**src/rtl/pipeline_decode_if.sv**
```systemverilog
// Signal bundle between fetch/writeback (master side) and pipeline_decode (slave side).
interface pipeline_decode_if;
  // fetch stage
  logic [31:0] instruction_i;
  logic [31:0] pc_i;
  logic [31:0] pcsrc_i;
  logic        valid_i;
  logic        flush_i;
  // register-file write port from writeback
  logic        wb_en_i;
  logic [4:0]  wb_rd_i;
  logic [31:0] wb_data_i;
  // hazard back-pressure towards fetch
  logic        stall_o;
  // ID/EX payload towards execute
  logic        ex_valid_o;
  logic [31:0] ex_pc_o;
  logic [31:0] ex_pcsrc_o;
  logic [31:0] ex_rs1_data_o;
  logic [31:0] ex_rs2_data_o;
  logic [31:0] ex_imm_o;
  logic [4:0]  ex_rs1_o;
  logic [4:0]  ex_rs2_o;
  logic [4:0]  ex_rd_o;
  logic [6:0]  ex_opcode_o;
  logic [2:0]  ex_funct3_o;
  logic [6:0]  ex_funct7_o;
  logic        ex_mem_read_o;
  logic        ex_mem_write_o;
  logic        ex_reg_write_o;
  logic        ex_illegal_o;

  modport master (
    output instruction_i, pc_i, pcsrc_i, valid_i, flush_i,
    output wb_en_i, wb_rd_i, wb_data_i,
    input  stall_o,
    input  ex_valid_o, ex_pc_o, ex_pcsrc_o, ex_rs1_data_o, ex_rs2_data_o, ex_imm_o,
    input  ex_rs1_o, ex_rs2_o, ex_rd_o, ex_opcode_o, ex_funct3_o, ex_funct7_o,
    input  ex_mem_read_o, ex_mem_write_o, ex_reg_write_o, ex_illegal_o
  );

  modport slave (
    input  instruction_i, pc_i, pcsrc_i, valid_i, flush_i,
    input  wb_en_i, wb_rd_i, wb_data_i,
    output stall_o,
    output ex_valid_o, ex_pc_o, ex_pcsrc_o, ex_rs1_data_o, ex_rs2_data_o, ex_imm_o,
    output ex_rs1_o, ex_rs2_o, ex_rd_o, ex_opcode_o, ex_funct3_o, ex_funct7_o,
    output ex_mem_read_o, ex_mem_write_o, ex_reg_write_o, ex_illegal_o
  );
endinterface

```
**src/rtl/pipeline_decode.sv**
```systemverilog
// RV32I decode stage: IF/ID register, 32x32 register file with write-through
// bypass, instruction decode, load-use hazard detection and ID/EX register.
module pipeline_decode #(
  parameter int          XLEN      = 32,            // only 32 is supported
  parameter logic [31:0] NOP_INSTR = 32'h00000013
) (
  input  logic             clk_i,
  input  logic             reset_i,   // asynchronous, active low
  pipeline_decode_if.slave bus
);

  localparam logic [6:0] OPC_LUI    = 7'b0110111;
  localparam logic [6:0] OPC_AUIPC  = 7'b0010111;
  localparam logic [6:0] OPC_JAL    = 7'b1101111;
  localparam logic [6:0] OPC_JALR   = 7'b1100111;
  localparam logic [6:0] OPC_BRANCH = 7'b1100011;
  localparam logic [6:0] OPC_LOAD   = 7'b0000011;
  localparam logic [6:0] OPC_STORE  = 7'b0100011;
  localparam logic [6:0] OPC_OPIMM  = 7'b0010011;
  localparam logic [6:0] OPC_OP     = 7'b0110011;

  typedef struct packed {
    logic            valid;
    logic [XLEN-1:0] pc;
    logic [XLEN-1:0] pcsrc;
    logic [XLEN-1:0] rs1_data;
    logic [XLEN-1:0] rs2_data;
    logic [XLEN-1:0] imm;
    logic [4:0]      rs1;
    logic [4:0]      rs2;
    logic [4:0]      rd;
    logic [6:0]      opcode;
    logic [2:0]      funct3;
    logic [6:0]      funct7;
    logic            mem_read;
    logic            mem_write;
    logic            reg_write;
    logic            illegal;
  } idex_t;

  // IF/ID stage
  logic [31:0]     ifid_instr_q, ifid_instr_d;
  logic [XLEN-1:0] ifid_pc_q, ifid_pc_d;
  logic [XLEN-1:0] ifid_pcsrc_q, ifid_pcsrc_d;
  logic            ifid_valid_q, ifid_valid_d;

  // register file; entry 0 is never written
  logic [XLEN-1:0] regs_q [32];
  logic [XLEN-1:0] regs_d [32];

  // ID/EX stage and the decode feeding it
  idex_t idex_q, idex_d, dec;

  // decoded fields of the IF/ID instruction
  logic [6:0]      opcode;
  logic [4:0]      rd, rs1, rs2;
  logic [2:0]      funct3;
  logic [6:0]      funct7;
  logic [XLEN-1:0] imm_i, imm_s, imm_b, imm_u, imm_j, imm;
  logic            legal, uses_rs1, uses_rs2, writes_rd, mem_rd, mem_wr;
  logic [XLEN-1:0] rs1_data, rs2_data;
  logic            hazard;

  assign opcode = ifid_instr_q[6:0];
  assign rd     = ifid_instr_q[11:7];
  assign funct3 = ifid_instr_q[14:12];
  assign rs1    = ifid_instr_q[19:15];
  assign rs2    = ifid_instr_q[24:20];
  assign funct7 = ifid_instr_q[31:25];

  assign imm_i = {{20{ifid_instr_q[31]}}, ifid_instr_q[31:20]};
  assign imm_s = {{20{ifid_instr_q[31]}}, ifid_instr_q[31:25], ifid_instr_q[11:7]};
  assign imm_b = {{19{ifid_instr_q[31]}}, ifid_instr_q[31], ifid_instr_q[7],
                  ifid_instr_q[30:25], ifid_instr_q[11:8], 1'b0};
  assign imm_u = {ifid_instr_q[31:12], 12'b0};
  assign imm_j = {{11{ifid_instr_q[31]}}, ifid_instr_q[31], ifid_instr_q[19:12],
                  ifid_instr_q[20], ifid_instr_q[30:21], 1'b0};

  // Per-opcode control: legality, operand usage, immediate format, side effects
  always_comb begin
    legal     = 1'b1;
    uses_rs1  = 1'b0;
    uses_rs2  = 1'b0;
    writes_rd = 1'b0;
    mem_rd    = 1'b0;
    mem_wr    = 1'b0;
    imm       = '0;
    case (opcode)
      OPC_LUI, OPC_AUIPC: begin
        writes_rd = 1'b1;
        imm       = imm_u;
      end
      OPC_JAL: begin
        writes_rd = 1'b1;
        imm       = imm_j;
      end
      OPC_JALR: begin
        uses_rs1  = 1'b1;
        writes_rd = 1'b1;
        imm       = imm_i;
      end
      OPC_BRANCH: begin
        uses_rs1 = 1'b1;
        uses_rs2 = 1'b1;
        imm      = imm_b;
      end
      OPC_LOAD: begin
        uses_rs1  = 1'b1;
        writes_rd = 1'b1;
        mem_rd    = 1'b1;
        imm       = imm_i;
      end
      OPC_STORE: begin
        uses_rs1 = 1'b1;
        uses_rs2 = 1'b1;
        mem_wr   = 1'b1;
        imm      = imm_s;
      end
      OPC_OPIMM: begin
        uses_rs1  = 1'b1;
        writes_rd = 1'b1;
        imm       = imm_i;
      end
      OPC_OP: begin
        uses_rs1  = 1'b1;
        uses_rs2  = 1'b1;
        writes_rd = 1'b1;
      end
      default: legal = 1'b0;
    endcase
  end

  // Register reads: x0 is hard zero, a same-cycle writeback to the source wins
  assign rs1_data = (rs1 == 5'd0) ? '0 :
                    (bus.wb_en_i && bus.wb_rd_i == rs1) ? bus.wb_data_i : regs_q[rs1];
  assign rs2_data = (rs2 == 5'd0) ? '0 :
                    (bus.wb_en_i && bus.wb_rd_i == rs2) ? bus.wb_data_i : regs_q[rs2];

  // Load-use hazard: the load in ID/EX targets a source the IF/ID instruction reads
  assign hazard = ifid_valid_q && idex_q.valid && idex_q.mem_read && (idex_q.rd != 5'd0) &&
                  ((uses_rs1 && rs1 == idex_q.rd) || (uses_rs2 && rs2 == idex_q.rd));

  // A redirect makes holding fetch pointless, so flush masks the stall request
  assign bus.stall_o = hazard && !bus.flush_i;

  // Assemble the ID/EX payload for the instruction currently in IF/ID
  always_comb begin
    dec           = '0;
    dec.valid     = 1'b1;
    dec.pc        = ifid_pc_q;
    dec.pcsrc     = ifid_pcsrc_q;
    dec.rs1_data  = rs1_data;
    dec.rs2_data  = rs2_data;
    dec.imm       = imm;
    dec.rs1       = rs1;
    dec.rs2       = rs2;
    dec.rd        = rd;
    dec.opcode    = opcode;
    dec.funct3    = funct3;
    dec.funct7    = funct7;
    dec.mem_read  = mem_rd;
    dec.mem_write = mem_wr;
    dec.reg_write = writes_rd && (rd != 5'd0);
    dec.illegal   = !legal;
  end

  // ID/EX next state: bubble on flush, hazard or empty IF/ID
  always_comb begin
    idex_d = '0;
    if (!bus.flush_i && !hazard && ifid_valid_q) begin
      idex_d = dec;
    end
  end

  // IF/ID next state: flush injects a NOP, hazard holds, otherwise load from fetch
  always_comb begin
    ifid_instr_d = ifid_instr_q;
    ifid_pc_d    = ifid_pc_q;
    ifid_pcsrc_d = ifid_pcsrc_q;
    ifid_valid_d = ifid_valid_q;
    if (bus.flush_i) begin
      ifid_instr_d = NOP_INSTR;
      ifid_pc_d    = '0;
      ifid_pcsrc_d = '0;
      ifid_valid_d = 1'b0;
    end else if (!hazard) begin
      ifid_instr_d = bus.instruction_i;
      ifid_pc_d    = bus.pc_i;
      ifid_pcsrc_d = bus.pcsrc_i;
      ifid_valid_d = bus.valid_i;
    end
  end

  // Register-file next state: writes to x0 are dropped
  always_comb begin
    for (int i = 0; i < 32; i++) begin
      regs_d[i] = regs_q[i];
    end
    if (bus.wb_en_i && bus.wb_rd_i != 5'd0) begin
      regs_d[bus.wb_rd_i] = bus.wb_data_i;
    end
  end

  // Pipeline registers
  always_ff @(posedge clk_i or negedge reset_i) begin
    if (!reset_i) begin
      ifid_instr_q <= NOP_INSTR;
      ifid_pc_q    <= '0;
      ifid_pcsrc_q <= '0;
      ifid_valid_q <= 1'b0;
      idex_q       <= '0;
    end else begin
      ifid_instr_q <= ifid_instr_d;
      ifid_pc_q    <= ifid_pc_d;
      ifid_pcsrc_q <= ifid_pcsrc_d;
      ifid_valid_q <= ifid_valid_d;
      idex_q       <= idex_d;
    end
  end

  // Register file storage, cleared by reset
  always_ff @(posedge clk_i or negedge reset_i) begin
    if (!reset_i) begin
      for (int i = 0; i < 32; i++) begin
        regs_q[i] <= '0;
      end
    end else begin
      for (int i = 0; i < 32; i++) begin
        regs_q[i] <= regs_d[i];
      end
    end
  end

  assign bus.ex_valid_o     = idex_q.valid;
  assign bus.ex_pc_o        = idex_q.pc;
  assign bus.ex_pcsrc_o     = idex_q.pcsrc;
  assign bus.ex_rs1_data_o  = idex_q.rs1_data;
  assign bus.ex_rs2_data_o  = idex_q.rs2_data;
  assign bus.ex_imm_o       = idex_q.imm;
  assign bus.ex_rs1_o       = idex_q.rs1;
  assign bus.ex_rs2_o       = idex_q.rs2;
  assign bus.ex_rd_o        = idex_q.rd;
  assign bus.ex_opcode_o    = idex_q.opcode;
  assign bus.ex_funct3_o    = idex_q.funct3;
  assign bus.ex_funct7_o    = idex_q.funct7;
  assign bus.ex_mem_read_o  = idex_q.mem_read;
  assign bus.ex_mem_write_o = idex_q.mem_write;
  assign bus.ex_reg_write_o = idex_q.reg_write;
  assign bus.ex_illegal_o   = idex_q.illegal;

endmodule

```
**src/flat_wrapper.sv**
```systemverilog
// flat-port wrapper written by rule: the top's interface ports become plain ports
module pipeline_decode_flat 
#(
  parameter int          XLEN      = 32,                                   
  parameter logic [31:0] NOP_INSTR = 32'h00000013
)
  (clk_i, reset_i, bus_instruction_i, bus_pc_i, bus_pcsrc_i, bus_valid_i, bus_flush_i, bus_wb_en_i, bus_wb_rd_i, bus_wb_data_i, bus_stall_o, bus_ex_valid_o, bus_ex_pc_o, bus_ex_pcsrc_o, bus_ex_rs1_data_o, bus_ex_rs2_data_o, bus_ex_imm_o, bus_ex_rs1_o, bus_ex_rs2_o, bus_ex_rd_o, bus_ex_opcode_o, bus_ex_funct3_o, bus_ex_funct7_o, bus_ex_mem_read_o, bus_ex_mem_write_o, bus_ex_reg_write_o, bus_ex_illegal_o);
  pipeline_decode_if bus_i ();
  input  logic clk_i;
  input  logic reset_i;
  input wire logic [$bits(bus_i.instruction_i)-1:0] bus_instruction_i;
  input wire logic [$bits(bus_i.pc_i)-1:0] bus_pc_i;
  input wire logic [$bits(bus_i.pcsrc_i)-1:0] bus_pcsrc_i;
  input wire logic [$bits(bus_i.valid_i)-1:0] bus_valid_i;
  input wire logic [$bits(bus_i.flush_i)-1:0] bus_flush_i;
  input wire logic [$bits(bus_i.wb_en_i)-1:0] bus_wb_en_i;
  input wire logic [$bits(bus_i.wb_rd_i)-1:0] bus_wb_rd_i;
  input wire logic [$bits(bus_i.wb_data_i)-1:0] bus_wb_data_i;
  output wire logic [$bits(bus_i.stall_o)-1:0] bus_stall_o;
  output wire logic [$bits(bus_i.ex_valid_o)-1:0] bus_ex_valid_o;
  output wire logic [$bits(bus_i.ex_pc_o)-1:0] bus_ex_pc_o;
  output wire logic [$bits(bus_i.ex_pcsrc_o)-1:0] bus_ex_pcsrc_o;
  output wire logic [$bits(bus_i.ex_rs1_data_o)-1:0] bus_ex_rs1_data_o;
  output wire logic [$bits(bus_i.ex_rs2_data_o)-1:0] bus_ex_rs2_data_o;
  output wire logic [$bits(bus_i.ex_imm_o)-1:0] bus_ex_imm_o;
  output wire logic [$bits(bus_i.ex_rs1_o)-1:0] bus_ex_rs1_o;
  output wire logic [$bits(bus_i.ex_rs2_o)-1:0] bus_ex_rs2_o;
  output wire logic [$bits(bus_i.ex_rd_o)-1:0] bus_ex_rd_o;
  output wire logic [$bits(bus_i.ex_opcode_o)-1:0] bus_ex_opcode_o;
  output wire logic [$bits(bus_i.ex_funct3_o)-1:0] bus_ex_funct3_o;
  output wire logic [$bits(bus_i.ex_funct7_o)-1:0] bus_ex_funct7_o;
  output wire logic [$bits(bus_i.ex_mem_read_o)-1:0] bus_ex_mem_read_o;
  output wire logic [$bits(bus_i.ex_mem_write_o)-1:0] bus_ex_mem_write_o;
  output wire logic [$bits(bus_i.ex_reg_write_o)-1:0] bus_ex_reg_write_o;
  output wire logic [$bits(bus_i.ex_illegal_o)-1:0] bus_ex_illegal_o;
  assign bus_i.instruction_i = bus_instruction_i;
  assign bus_i.pc_i = bus_pc_i;
  assign bus_i.pcsrc_i = bus_pcsrc_i;
  assign bus_i.valid_i = bus_valid_i;
  assign bus_i.flush_i = bus_flush_i;
  assign bus_i.wb_en_i = bus_wb_en_i;
  assign bus_i.wb_rd_i = bus_wb_rd_i;
  assign bus_i.wb_data_i = bus_wb_data_i;
  assign bus_stall_o = bus_i.stall_o;
  assign bus_ex_valid_o = bus_i.ex_valid_o;
  assign bus_ex_pc_o = bus_i.ex_pc_o;
  assign bus_ex_pcsrc_o = bus_i.ex_pcsrc_o;
  assign bus_ex_rs1_data_o = bus_i.ex_rs1_data_o;
  assign bus_ex_rs2_data_o = bus_i.ex_rs2_data_o;
  assign bus_ex_imm_o = bus_i.ex_imm_o;
  assign bus_ex_rs1_o = bus_i.ex_rs1_o;
  assign bus_ex_rs2_o = bus_i.ex_rs2_o;
  assign bus_ex_rd_o = bus_i.ex_rd_o;
  assign bus_ex_opcode_o = bus_i.ex_opcode_o;
  assign bus_ex_funct3_o = bus_i.ex_funct3_o;
  assign bus_ex_funct7_o = bus_i.ex_funct7_o;
  assign bus_ex_mem_read_o = bus_i.ex_mem_read_o;
  assign bus_ex_mem_write_o = bus_i.ex_mem_write_o;
  assign bus_ex_reg_write_o = bus_i.ex_reg_write_o;
  assign bus_ex_illegal_o = bus_i.ex_illegal_o;
  pipeline_decode #(.XLEN(XLEN), .NOP_INSTR(NOP_INSTR)) u_core (.clk_i(clk_i), .reset_i(reset_i), .bus(bus_i));
endmodule
```
**config.mk**
```make
export PLATFORM = sky130hd
export DESIGN_NAME = pipeline_decode_flat
export DESIGN_NICKNAME = d
export VERILOG_FILES = /design/src/rtl/pipeline_decode_if.sv /design/src/rtl/pipeline_decode.sv /design/src/flat_wrapper.sv
export SDC_FILE = /design/constraint.sdc
export NUM_CORES = 2
export LEC_CHECK = 0
export CAP_MARGIN = 20
export CORE_MARGIN = 4
export CORE_UTILIZATION = 40
export CTS_CLUSTER_SIZE = 16
export DETAILED_ROUTE_END_ITERATION = 8
export GPL_ROUTABILITY_DRIVEN = 0
export PLACE_DENSITY = 0.62
export SLEW_MARGIN = 25
export SYNTH_ARGS = -nofsm -noshare
export SYNTH_HDL_FRONTEND = slang
export SYNTH_SLANG_ARGS = --single-unit
export TNS_END_PERCENT = 5
```
**constraint.sdc**
```tcl
create_clock -name clk_i -period 5 [get_ports clk_i]
set_input_delay 1 -clock clk_i [delete_from_list [all_inputs] [get_ports clk_i]]
set_output_delay 1 -clock clk_i [all_outputs]
set_load 0.1 [all_outputs]
```
==> flow_results.xml <==
<?xml version="1.0" encoding="UTF-8"?>
<metrics>
  <group name="grt">
    <metric name="grt_pass1_wl" unit="mm">298</metric>
    <metric name="grt_most_used_layer" unit="">met2</metric>
    <metric name="globalRouteMet2Util" unit="%">37.1</metric>
    <metric name="global_route.usage.met3" unit="%">5.66</metric>
    <metric name="grt_util_all_layers" unit="%">23.6</metric>
    <metric name="globalRoute.totalOverflow" unit="">0</metric>
    <metric name="met1_usage" unit="%">32.5</metric>
    <metric name="grt_max_degree" unit="">129</metric>
    <metric name="antenna_found_initial" unit="">14</metric>
    <metric name="grt_pass1_vias" unit="">43800</metric>
  </group>
  <group name="timing">
    <metric name="report.final.slew_viol_count" unit="">0</metric>
    <metric name="timing.final.crit_share" unit="%">84.2</metric>
    <metric name="finalHoldViolCount" unit="">0</metric>
    <metric name="total_of_endpoints_with_negative_setup_slack_in_the_final_report" unit="">0</metric>
    <metric name="max-slew-margin-rel" unit="%">24.3</metric>
    <metric name="unrepaired_setup_endpoints_after_global_routing" unit="">no</metric>
    <metric name="fmaxAchievable" unit="MHz">238</metric>
    <metric name="finalWorstPathRequiredPeriod" unit="ns">4.21</metric>
    <metric name="clock-skew-final" unit="ns">0.0264</metric>
    <metric name="setup_total_neg_slack" unit="ns">0</metric>
    <metric name="timing_worst_slew_pin_value" unit="ns">1.14</metric>
    <metric name="finalHoldWorstSlack" unit="ns">0.199</metric>
  </group>
  <group name="synthesis">
    <metric name="synth_edf_count" unit="">0</metric>
    <metric name="yosys.area_share.simple" unit="%">4.50</metric>
    <metric name="ys_types" unit="">56</metric>
    <metric name="yosys_warnings" unit="">0</metric>
    <metric name="synth_sequential_area_ratio" unit="%">50.3</metric>
    <metric name="synth-compound-area-share" unit="%">3.96</metric>
    <metric name="synthesized_area_per_cell" unit="µm²">14.4</metric>
    <metric name="synthesis.instances" unit="">4562</metric>
    <metric name="synth_top_family_by_area" unit="">multiplexers</metric>
    <metric name="yosys-mux-area-fraction" unit="%">37.5</metric>
    <metric name="post_synth_fa_ha_maj_area_fraction" unit="%">0</metric>
    <metric name="synthXorXnorAreaFrac" unit="%">0.267</metric>
    <metric name="postSynthRegisterBits" unit="">1318</metric>
    <metric name="net_count_of_the_mapped_netlist" unit="">4700</metric>
    <metric name="async_flop_share" unit="%">100</metric>
    <metric name="syn_area" unit="mm²">0.0656</metric>
    <metric name="ys_dominant_reg_cell" unit="">dfrtp_1</metric>
  </group>
  <group name="cts">
    <metric name="cts-hold-fix-buffers" unit="">0</metric>
    <metric name="cts_tree" unit="">yes</metric>
    <metric name="cts_sinks" unit="">1318</metric>
    <metric name="htree_levels" unit="">4</metric>
    <metric name="ctsRootBufferMaster" unit="">clkbuf_16</metric>
    <metric name="cts.clk_slew.worst_paths" unit="ns">0.06</metric>
    <metric name="tritoncts_buffer_count" unit="">144</metric>
    <metric name="postCtsSetupRepairBufs" unit="">0</metric>
    <metric name="cts_resized" unit="">0</metric>
    <metric name="insertion_delay" unit="ns">0.78</metric>
    <metric name="cts_max_path_buffers" unit="">3</metric>
  </group>
  <group name="layout">
    <metric name="final_cell_mix" unit="">dfrtp_1, mux2_2, mux4_2</metric>
    <metric name="mostFrequentLayoutCell" unit="">dfrtp_1</metric>
    <metric name="non_filler_instance_count_after_layout" unit="">6968</metric>
    <metric name="area_delta_synth_final" unit="%">16.0</metric>
    <metric name="drive_gt1_share" unit="%">41.0</metric>
    <metric name="final_net_count" unit="">4812</metric>
    <metric name="final_core_util" unit="%">46.7</metric>
  </group>
  <group name="outcome">
    <metric name="run_status" unit="">complete, no violations</metric>
  </group>
  <group name="worst_setup_path">
    <metric name="cp.buffers_inverters" unit="">1</metric>
    <metric name="cell_chain_critical_path" unit="">xor2_1 &gt; or3_1 &gt; o22ai_4 &gt; o211ai_1 &gt; nor2_1 &gt; buf_4</metric>
    <metric name="crit_path_capture_type" unit="">primary output</metric>
    <metric name="cp_data_required_time" unit="ns">4.00</metric>
    <metric name="cp_max_fo" unit="">27</metric>
    <metric name="timing.critical_path.max_delay_family" unit="">flip-flops</metric>
    <metric name="worst-endpoint-arrival" unit="ns">3.21</metric>
    <metric name="critical-path-max-stage-delay" unit="ns">0.90</metric>
    <metric name="cp_slowest_cell" unit="">dfrtp_4</metric>
    <metric name="worst_setup_path_start_kind" unit="">flop</metric>
    <metric name="critical_path_class" unit="">flop to primary output</metric>
  </group>
  <group name="floorplanning">
    <metric name="io-pin-count" unit="">336</metric>
    <metric name="full_die_area" unit="mm²">0.170</metric>
    <metric name="core-area" unit="mm²">0.163</metric>
    <metric name="die_h" unit="µm">413</metric>
    <metric name="initial_utilization" unit="%">40.3</metric>
    <metric name="die_span_x" unit="µm">413</metric>
    <metric name="rows" unit="">148</metric>
  </group>
  <group name="pwr">
    <metric name="power.density_cell_area" unit="mW/mm²">392</metric>
    <metric name="power_leakage" unit="nW">31.6</metric>
    <metric name="max-vdd-ir-drop" unit="µV">300</metric>
    <metric name="total_power" unit="mW">29.8</metric>
  </group>
  <group name="detailed_routing">
    <metric name="drc_errors" unit="">0</metric>
    <metric name="drt-wirelength-per-cell" unit="µm">28.9</metric>
    <metric name="post_drt_via_cell_ratio" unit="">6.03</metric>
    <metric name="drt-total-wl" unit="mm">201</metric>
    <metric name="final_antenna_net_count" unit="">0</metric>
    <metric name="detailroute.via_count" unit="">42000</metric>
    <metric name="drt_first_iter_violations" unit="">3660</metric>
    <metric name="first_pass_iters" unit="">5</metric>
  </group>
  <group name="placed_design">
    <metric name="port_buffers" unit="">335</metric>
    <metric name="dp.cells" unit="">6702</metric>
    <metric name="detailed_place_hpwl" unit="mm">122</metric>
  </group>
  <group name="run">
    <metric name="maxCapViolations" unit="">0</metric>
  </group>
  <group name="hold_path">
    <metric name="worstHoldPathType" unit="">primary input to async pin</metric>
  </group>
</metrics>
[where the power goes]
part           switching (mW)  internal, mW  leakage [nW]
sequential               1.22          12.3          17.1
clock                    4.43          6.64          2.42
combinational            2.21          2.97          12.1
total                    7.86          21.9          31.6
[synthesized netlist by cell type (2+ instances only)]
master / number / area (µm²)
mux4_2: 512 / 11500
nor3b_1: 4 / 30.0
nand3_1: 97 / 485
mux2_1: 10 / 113
clkbuf_1: 305 / 1140
mux2i_1: 189 / 1890
dfstp_2: 3 / 78.8
or2_2: 3 / 18.8
a2111oi_0: 62 / 543
o22ai_1: 2 / 12.5
nand2_1: 35 / 131
buf_4: 14 / 105
and2_0: 2 / 12.5
inv_1: 2 / 7.51
o21ai_0: 159 / 796
nor4_1: 65 / 407
nor3_1: 26 / 130
and2_1: 99 / 619
buf_1: 68 / 255
a211oi_1: 2 / 15.0
buf_2: 109 / 546
xor2_1: 10 / 87.6
a22oi_1: 67 / 503
dfrtp_1: 1315 / 32900
nand2b_1: 6 / 37.5
mux2_2: 983 / 11100
nand4b_1: 4 / 35.0
or3_1: 7 / 43.8
and3_1: 6 / 37.5
nor2_1: 213 / 800
nand4_1: 4 / 25.0
xnor2_1: 10 / 87.6
o41ai_1: 2 / 17.5
nor2b_1: 7 / 43.8
buf_6: 18 / 203
nand3b_1: 5 / 37.5
o21a_1: 3 / 22.5
a21oi_1: 116 / 581
[flip-flops by register name, summed over array words and instances (netlist names), 3 cells and up]
signal and flops:
u_core.bus.ex_funct3_o 3, u_core.bus.ex_funct7_o 7, u_core.bus.ex_imm_o 32, u_core.bus.ex_opcode_o 7
u_core.bus.ex_pc_o 32, u_core.bus.ex_pcsrc_o 32, u_core.bus.ex_rd_o 5, u_core.bus.ex_rs1_data_o 32
u_core.bus.ex_rs1_o 5, u_core.bus.ex_rs2_data_o 32, u_core.bus.ex_rs2_o 5, u_core.ifid_instr_q 32
u_core.ifid_pc_q 32, u_core.ifid_pcsrc_q 32, u_core.regs_q 1024
[layout make-up]
type                       instances  area [µm²]
sequential                      1318       33000
timing repair buffer             480        4800
inverter                           3        11.3
clock buffer                     214        4330
tap                             2175        2720
clock inverter                    41         572
multi-input combinational       2727       30600
antenna                           10        25.0
fill                           14100       86700
[through the flow]
| stage | setup slack (ns) | instance area [µm²] |
|---|---|---|
| CTS | 0.704 | 76000 |
| detailed placement | 0.921 | 71100 |
| global placement | 1.02 | 71200 |
| finish | 0.792 | 76100 |
| floorplan | 0.566 | 65600 |
| global route | 0.666 | 76000 |
[path summary, 6_finish.rpt]
check	startpoint	to	slack, ns	depth (start not counted)
min reg2reg	u_core.regs_q[998]	u_core.regs_q[998]	0.40	0
max reg2reg	u_core.ifid_instr_q[15]	u_core.bus.ex_rs1_data_o[29]	1.53	7
min in group clk_i	u_core.regs_q[998]	u_core.regs_q[998]	0.40	0
min	reset_i	u_core.bus.ex_pc_o[5]	0.20	1
max in group asynchronous	reset_i	u_core.regs_q[456]	3.51	2
max	u_core.ifid_instr_q[24]	bus_stall_o	0.79	6
[metal layers]
layer  wire length [µm]  up-vias
met5                 42        -
met1              85700    22600
li1                   -    17500
met2              93700     1592
met3              15800      351
met4               6160        6
[kinds of logic after synthesis]
| group | after synthesis |
|---|---|
| AOI/OAI and AO/OA | 425 |
| and+or+nand+nor | 588 |
| DFF | 1318 |
| xor gates and xnor gates | 20 |
| muxes | 1694 |
| buffers and inverters | 517 |
(Power assumes the default switching activity.)
